## config.mk

```make
export PLATFORM = sky130hd
export DESIGN_NAME = mult4_mac_accumulator
export DESIGN_NICKNAME = d
export VERILOG_FILES = /design/src/rtl/mult_pkg.sv /design/src/rtl/multiplier_4bits_version9.sv /design/src/rtl/mult4_mac_accumulator.sv
export SDC_FILE = /design/constraint.sdc
export NUM_CORES = 1
export LEC_CHECK = 0
export ABC_AREA = 1
export CORE_MARGIN = 1
export CORE_UTILIZATION = 50
export CTS_CLUSTER_SIZE = 30
export DETAILED_ROUTE_END_ITERATION = 12
export PLACE_DENSITY_LB_ADDON = 0.25
export SYNTH_ARGS = -nofsm -noshare
export SYNTH_HDL_FRONTEND = slang
export SYNTH_SLANG_ARGS = --single-unit
export TNS_END_PERCENT = 5
```

## constraint.sdc

```tcl
create_clock -name clk -period 4 [get_ports clk]
set_input_delay 0.8 -clock clk [delete_from_list [all_inputs] [get_ports clk]]
set_output_delay 0.8 -clock clk [all_outputs]
set_load 0.005 [all_outputs]
```

## src/rtl/mult_pkg.sv

```systemverilog
// Shared widths and state encoding for the 4-bit multiplier family and its MAC wrapper.
package mult_pkg;

    localparam int OPND_W = 4;
    localparam int PROD_W = 8;

    typedef enum logic [1:0] {
        ACCUM = 2'd0,
        DRAIN = 2'd1,
        HOLD  = 2'd2
    } mac_state_t;

endpackage

```

## src/rtl/multiplier_4bits_version9.sv

```systemverilog
// Combinational 4x4 unsigned multiplier built as a shift-and-add array.
module multiplier_4bits_version9
    import mult_pkg::*;
(
    input  logic [OPND_W-1:0] a,
    input  logic [OPND_W-1:0] b,
    output logic [PROD_W-1:0] product
);

    // Sum one shifted copy of a for every set bit of b.
    always_comb begin
        // NOTE: the default assignment first keeps every path driven, so no latch is inferred.
        product = '0;
        for (int i = 0; i < OPND_W; i++) begin
            if (b[i]) begin
                product = product + (PROD_W'(a) << i);
            end
        end
    end

endmodule

```

## src/rtl/mult4_mac_accumulator.sv

```systemverilog
// Streaming MAC stage: registers operand pairs, multiplies them, and accumulates
// COUNT_N products into one result presented on a valid/ready output.
module mult4_mac_accumulator
    import mult_pkg::*;
#(
    parameter int ACC_W   = 12,
    parameter int COUNT_N = 4
) (
    input  logic              clk,
    input  logic              rst_n,
    input  logic              in_valid,
    output logic              in_ready,
    input  logic [OPND_W-1:0] in_a,
    input  logic [OPND_W-1:0] in_b,
    output logic              out_valid,
    input  logic              out_ready,
    output logic [ACC_W-1:0]  out_sum,
    output logic              out_overflow,
    output logic              busy
);

    localparam int CNT_W = $clog2(COUNT_N + 1);
    localparam logic [CNT_W-1:0] COUNT_MAX  = CNT_W'(COUNT_N);
    localparam logic [CNT_W-1:0] COUNT_LAST = CNT_W'(COUNT_N - 1);

    // Reject configurations the datapath cannot represent.
    if (ACC_W < PROD_W) begin : g_bad_acc_w
        $error("mult4_mac_accumulator: ACC_W must be >= 8");
    end
    if (COUNT_N < 1) begin : g_bad_count_n
        $error("mult4_mac_accumulator: COUNT_N must be >= 1");
    end

    mac_state_t        state;
    logic [CNT_W-1:0]  acc_cnt;
    logic [CNT_W-1:0]  acc_cnt2;
    logic [ACC_W-1:0]  acc;
    logic              sticky_ovf;
    logic              s1_valid;
    logic [OPND_W-1:0] s1_a;
    logic [OPND_W-1:0] s1_b;
    logic [PROD_W-1:0] product;
    logic [ACC_W:0]    sum_next;
    logic              xfer;

    assign in_ready = (state == ACCUM) && (acc_cnt < COUNT_MAX);
    assign xfer     = in_valid && in_ready;
    assign busy     = (state != ACCUM) || (acc_cnt != '0);

    // Running sum with the carry out of ACC_W kept in the top bit.
    assign sum_next = {1'b0, acc} + {{(ACC_W + 1 - PROD_W){1'b0}}, product};

    multiplier_4bits_version9 u_mult (
        .a       (s1_a),
        .b       (s1_b),
        .product (product)
    );

    // Stage-1 operand registers capture each accepted pair.
    // NOTE: pure data registers are not reset; s1_valid qualifies them, so their reset value is never used.
    always_ff @(posedge clk) begin
        if (xfer) begin
            s1_a <= in_a;
            s1_b <= in_b;
        end
    end

    // Stage-1 valid flag marks a pair waiting to be accumulated.
    always_ff @(posedge clk or negedge rst_n) begin
        if (!rst_n) begin
            s1_valid <= 1'b0;
        end else begin
            s1_valid <= xfer;
        end
    end

    // Group control FSM, accumulator and registered result port.
    always_ff @(posedge clk or negedge rst_n) begin
        if (!rst_n) begin
            state        <= ACCUM;
            acc          <= '0;
            sticky_ovf   <= 1'b0;
            acc_cnt      <= '0;
            acc_cnt2     <= '0;
            out_valid    <= 1'b0;
            out_sum      <= '0;
            out_overflow <= 1'b0;
        end else begin
            // NOTE: non-blocking updates; the group-close clears below deliberately override these increments.
            if (xfer) begin
                acc_cnt <= acc_cnt + 1'b1;
            end
            if (s1_valid) begin
                acc        <= sum_next[ACC_W-1:0];
                sticky_ovf <= sticky_ovf | sum_next[ACC_W];
                acc_cnt2   <= acc_cnt2 + 1'b1;
            end

            case (state)
                ACCUM: begin
                    if (xfer && (acc_cnt == COUNT_LAST)) begin
                        state <= DRAIN;
                    end
                end
                DRAIN: begin
                    if (s1_valid && (acc_cnt2 == COUNT_LAST)) begin
                        out_sum      <= sum_next[ACC_W-1:0];
                        out_overflow <= sticky_ovf | sum_next[ACC_W];
                        out_valid    <= 1'b1;
                        acc          <= '0;
                        sticky_ovf   <= 1'b0;
                        acc_cnt      <= '0;
                        acc_cnt2     <= '0;
                        state        <= HOLD;
                    end
                end
                HOLD: begin
                    if (out_ready) begin
                        out_valid <= 1'b0;
                        state     <= ACCUM;
                    end
                end
                default: begin
                    state <= ACCUM;
                end
            endcase
        end
    end

endmodule

```

After elaboration in Yosys (flattened, before gate mapping)
Cells that the tools add are included.

Input bits: 12. Register bits: 44.

Add/sub/neg operators: 6. Mux-type cells: 23. Equality and inequality tests: 7. Reduce and logical (&&, ||, !) cells: 12. Magnitude comparators: 1. Bitwise operators: 1.

Operators by type and width (count): $mux 12 (3); $mux 8 (3); $mux 3 (6); $add 12x8->13 (1); $add 8x5->8 (1); $add 8x6->8 (1); $add 8x7->8 (1); $add 3x1->3 const B (2); $eq 3x2->1 const B (2); $mux 2 (3); $pmux 2 s3 (1); $reduce_and 3->1 (2); $mux 1 (5); $logic_and 1x1->1 (4); $mux 4 (1); $ne 2x2->1 const B (2); $reduce_bool 2->1 (2); $lt 3x3->1 const B (1); $reduce_bool 3->1 (1); $eq 2x1->1 const B (1); $eq 2x2->1 const B (1); $logic_not 2->1 (1); $ne 2x1->1 const B (1); $pmux 1 s2 (1); 3 further kinds (3).

Depth between registers and ports, before layout
Word-level depth: 12. Depth in mapped cells: 32.

Modules after synthesis
Synthesis repeated with hierarchy kept, for this count alone.

Cells, all modules: 373. Area total of the unflattened synthesis: 2921.6 um^2.

Modules (own cells, without submodules): mult4_mac_accumulator (cells each 274, area each 2306.0 um^2, times used 1); multiplier_4bits_version9 (cells each 99, area each 615.6 um^2, times used 1).

Worst setup path after synthesis
OpenSTA, ideal clock, no wires.

Path type: flip-flop to flip-flop. Start: reg s1_b[0]. End: reg acc[10]. Clock period less this slack: 4.324 ns. Stages on the path, launching flop included: 31. Slack: -0.324 ns. Arrival time: 4.205 ns. Buffers on the path: 0. Required time: 3.880 ns. Cells stage by stage: edfxtp_1 > nand2_1 > inv_1 > ha_1 > inv_1 > fa_1 > a21oi_1 > ha_1 > inv_1 > fa_1 > inv_1 > nand3_1 > nand2_1 > nand2_1 > nand2_2 > inv_2 > ha_1 > a21oi_1 > nor2_1 > nor2_1 > xor2_1 > o21ai_0 > ha_1 > nand2_1 > o21a_1 > nand2_1 > nand2_1 > nor2_1 > xor2_1 > o21ai_0 > inv_1.

Longest elaborated chain between the ends: 11.

Ends and longest elaborated chain: start, declared (RTL line mult4_mac_accumulator.sv:41) `logic [OPND_W-1:0] s1_b;`; start signal, assigned (RTL line mult4_mac_accumulator.sv:64) `s1_b <= in_b;`; $mux 4 * (RTL line multiplier_4bits_version9.sv:15) `if (b[i]) begin`; $add 8x5->8 (RTL line multiplier_4bits_version9.sv:16) `product = product + (PROD_W'(a) << i);`; $mux 8 * (RTL line multiplier_4bits_version9.sv:15); $add 8x6->8 (RTL line multiplier_4bits_version9.sv:16); $mux 8 * (RTL line multiplier_4bits_version9.sv:15); $add 8x7->8 (RTL line multiplier_4bits_version9.sv:16); $mux 8 * (RTL line multiplier_4bits_version9.sv:15); $add 12x8->13 * (RTL line mult4_mac_accumulator.sv:51) `assign sum_next = {1'b0, acc} + {{(ACC_W + 1 - PROD_W){1'b0}}, product};`; $mux 12 * (RTL line mult4_mac_accumulator.sv:93) `if (s1_valid) begin`; $mux 12 (RTL line mult4_mac_accumulator.sv:106) `if (s1_valid && (acc_cnt2 == COUNT_LAST)) begin`; $mux 12 * (RTL line mult4_mac_accumulator.sv:99) `case (state)`; end signal, assigned (RTL line mult4_mac_accumulator.sv:94) `acc <= sum_next[ACC_W-1:0];`; end, declared (RTL line mult4_mac_accumulator.sv:37) `logic [ACC_W-1:0] acc;`.

Every way passes the cells marked *; elsewhere a longest branch is shown, timed or not. A chain may end at the register's enable or synchronous reset.

Worst setup path after layout
Start: reg s1_a[1]. End: reg acc[8].

Longest elaborated chain between the ends: 11.

Ends and longest elaborated chain: start, declared (RTL line mult4_mac_accumulator.sv:40) `logic [OPND_W-1:0] s1_a;`; start signal, assigned (RTL line mult4_mac_accumulator.sv:63) `s1_a <= in_a;`; $mux 4 (RTL line multiplier_4bits_version9.sv:15); $add 8x5->8 (RTL line multiplier_4bits_version9.sv:16); $mux 8 (RTL line multiplier_4bits_version9.sv:15); $add 8x6->8 (RTL line multiplier_4bits_version9.sv:16); $mux 8 (RTL line multiplier_4bits_version9.sv:15); $add 8x7->8 (RTL line multiplier_4bits_version9.sv:16); $mux 8 * (RTL line multiplier_4bits_version9.sv:15); $add 12x8->13 * (RTL line mult4_mac_accumulator.sv:51); $mux 12 * (RTL line mult4_mac_accumulator.sv:93); $mux 12 (RTL line mult4_mac_accumulator.sv:106); $mux 12 * (RTL line mult4_mac_accumulator.sv:99).

Marks and branches as above.

==> reports/results.tsv <==
stage	metric	value	unit
place	gp_congestion	0.859	
place	place_area	3280	µm²
grt	antenna_found_initial	0	
grt	grt_max_degree	37	
floorplanning	pin_count	28	
timing	setup_ws	-0.518	ns
floorplanning	fp.dieW	76.4	µm
timing	finalMaxSlewViolations	0	
detailed_routing	wirelength	6.26	mm
timing	fin_skew	0.00728	ns
synthesis	synth_edf_count	8	
grt	grt_pass1_vias	2324	
setup_path	arrival	4.71	ns
pwr	vdd_drop_max	509	µV
synthesis	post-synth-top-count-cell	nand2_1	
status	violations	setup timing	
synthesis	synth_common_cells	nand2_1, inv_1, dfrtp_1, nor2_1, ha_1	
synthesis	muxShareOfSynthArea	0	
synthesis	synth_top_family_by_area	simple AND/OR/NAND/NOR gates	
timing	rsz0062_at_grt	yes	
finish	final_nets	442	
clocking	cts_made_buffers	5	
timing	min_period	4.52	ns
place	dp_hpwl	4.37	mm
pwr	total_power	2.31	mW
finish	syn_to_final_growth	28.2	%
clocking	root_buffer	clkbuf_8	
finish	diodes	0	
synthesis	ys_ff_latch	44	
synthesis	syn_inst	353	
timing	setup_viol	18	
pwr	clock_power_share	0.150	
detailed_routing	ant_nets	0	
setup_path	cp.required	4.20	ns
clocking	cts-hold-fix-buffers	0	
grt	grtUsageTotal	0.222	
pwr	p_int	1.37	mW
synthesis	synthFlopType	dfrtp_1	
detailed_routing	via_count	2448	
synthesis	synth_xor_area_frac	0.0316	
synthesis	synth-adder-area-share	0.128	
clocking	clk_pin_slew	0.09	ns
timing	tightest_slew	0.822	ns
clocking	clkLatencyLatePin	0.30	ns
timing	max_freq	221	MHz
floorplanning	start_util	0.532	
clocking	htreeDepth	2	
setup_path	cp-end-kind	flip-flop	
pwr	p_per_area	649	nW/µm²
pwr	p_leak	1.76	nW
synthesis	synth_area_per_cell	7.84	µm²
timing	relSlewSlack	0.452	
synthesis	synthTopCellsByArea	dfrtp_1, nand2_1, ha_1	
synthesis	yosysTopAreaCell	dfrtp_1	
floorplanning	num_rows	26	
synthesis	ys_async_sr_fraction	0.818	
timing	hold_viol_final	0	
grt	overflow	0	
detailed_routing	detail_route.vias_per_cell	5.15	
setup_path	worstSetupStartpointType	flip-flop	
detailed_routing	first_iter_violations	108	
timing	fin_crit_sh	1.13	
floorplanning	die_h	76.4	µm
setup_path	cp_max_fo	4	
setup_path	path_class	flip-flop to flip-flop	
synthesis	synth_nets	391	
detailed_routing	wl_per_cell	13.2	µm
synthesis	synth-simple-area-share	0.244	
status	run_status	finished, violations left	
detailed_routing	drc_errors	0	
floorplanning	dieArea	5840	µm²
finish	drive_gt1_frac	0.190	
synthesis	synth.yosys.warnings	0	
pwr	sequentialPowerShare	0.308	
finish	final_area	3550	µm²
synthesis	synth_area	2770	µm²
synthesis	synthDistinctLibCells	29	
detailed_routing	firstDrtPassIters	4	
place	placement.io_buffers	27	
grt	grt_pass1_wl	10.4	mm
clocking	cts_tree	built	
worst_hold_path	hp-class	flip-flop to flip-flop	
pwr	p_sw	0.932	mW
clocking	numClockSinks	44	
flow_run	maxCapViolCount	0	
synthesis	ys_seq_area_frac	0.412	
pwr	p_comb_frac	0.541	
synthesis	synth_compound_area_frac	0.103	
synthesis	synthDominantCellAreaShare	0.325	
clocking	cts_buffer_depth	2	
floorplanning	core_area	5200	µm²
pwr	switching_share	0.404	
## metrics by stage
step                      hold WS (ns)  TNS, ns  std cells  setup slack (ns)   util
after detailed placement         0.463    -7.19        460            -0.546  0.630
after CTS                        0.483    -7.16        471            -0.551  0.660
after floorplan                  0.465    -2.53        353            -0.252      -
after global routing             0.507   -11.03        475            -0.776  0.682
after global placement           0.460    -4.65        460            -0.397  0.630
final                            0.479    -6.77        475            -0.518  0.682
## registers in the layout (all words and copies together), names as in the netlist
| signal | count |
|---|---|
| acc | 12 |
| out_sum | 12 |
| s1_a | 4 |
| s1_b | 4 |
| acc_cnt2 | 3 |
| acc_cnt | 3 |
| state | 2 |
| out_overflow | 1 |
| out_valid | 1 |
| s1_valid | 1 |
| sticky_ovf | 1 |
## layer usage
layer	routed length [µm]	GRT usage	vias up
met1	2720	0.272	1151
met5	0	0	-
met4	184	0.0692	0
li1	-	-	1234
met2	3220	0.395	42
met3	146	0.0371	21
## power groups by stage
stage,clock (mW),combinational [mW],sequential [mW]
6_report,0.347,1.25,0.710
5_1_grt,0.375,1.40,0.731
4_1_cts,0.356,1.14,0.705
3_5_place_dp,0,1.09,0.712
3_3_place_gp,0,1.05,0.707
2_1_floorplan,0,0.755,0.699
## repair_timing
item	in CTS	in global routing
setup buffers	3	4
gates resized for setup	11	21
setup endpoints to repair	18	18
pin swaps	13	24
cloned	0	0
## final cells by class
type | instances | area (µm²)
fill | 428 | 1650
multi-input combinational | 250 | 1570
sequential | 44 | 1140
timing repair buffer | 51 | 445
inverter | 52 | 195
tap | 70 | 87.6
clock buffer | 5 | 68.8
clock inverter | 3 | 46.3
## logic make-up after synthesis
family	count (synthesis)
AOI/OAI and AO/OA	50
xor gates and xnor gates	10
adders and majority gates	26
buffers and inverters	59
DFF	44
and+or+nand+nor	164
## worst paths after layout
kind	startpoint	end	slack, ns	cells after the start
worst max-delay path	s1_a[1]	acc[8]	-0.52	25
worst min-delay path	out_sum[1]	out_sum[1]	0.48	2
worst max register to register	s1_a[1]	acc[8]	-0.52	25
worst min register to register	out_sum[1]	out_sum[1]	0.48	2
max in group asynchronous	rst_n	acc[5]	2.93	1
min in group asynchronous	rst_n	state[0]	0.57	1
## cell usage in the layout, fill, tap and decap left out, types with 6 or more instances in the layout
cell             count
nand2_1             88
inv_2                8
a21oi_2              7
nand3_1             19
inv_1               44
ha_1                14
o21ai_0             12
clkdlybuf4s50_1     26
buf_4               24
a21oi_1             11
dfrtp_1             36
nand2_2              7
xor2_1               8
edfxtp_1             8
ha_4                 6
o21ai_1              8
nor2_1              32
## critical path, stage by stage (launching register included)
cell and delay (ns):
edfxtp_1 0.38, nand2_2 0.08, inv_2 0.08, ha_4 0.14
inv_2 0.04, fa_1 0.48, a21oi_2 0.20, ha_2 0.23
inv_2 0.04, fa_2 0.42, o21ai_2 0.15, ha_2 0.22
inv_2 0.04, fa_2 0.34, nor2_2 0.11, o21ai_1 0.08
a21oi_2 0.21, ha_4 0.25, a21oi_1 0.14, o21a_1 0.13
nand2_1 0.07, buf_4 0.13, buf_4 0.12, xor2_1 0.15
o21ai_1 0.13, inv_1 0.05
No activity file was read; power rests on OpenSTA's default activity.
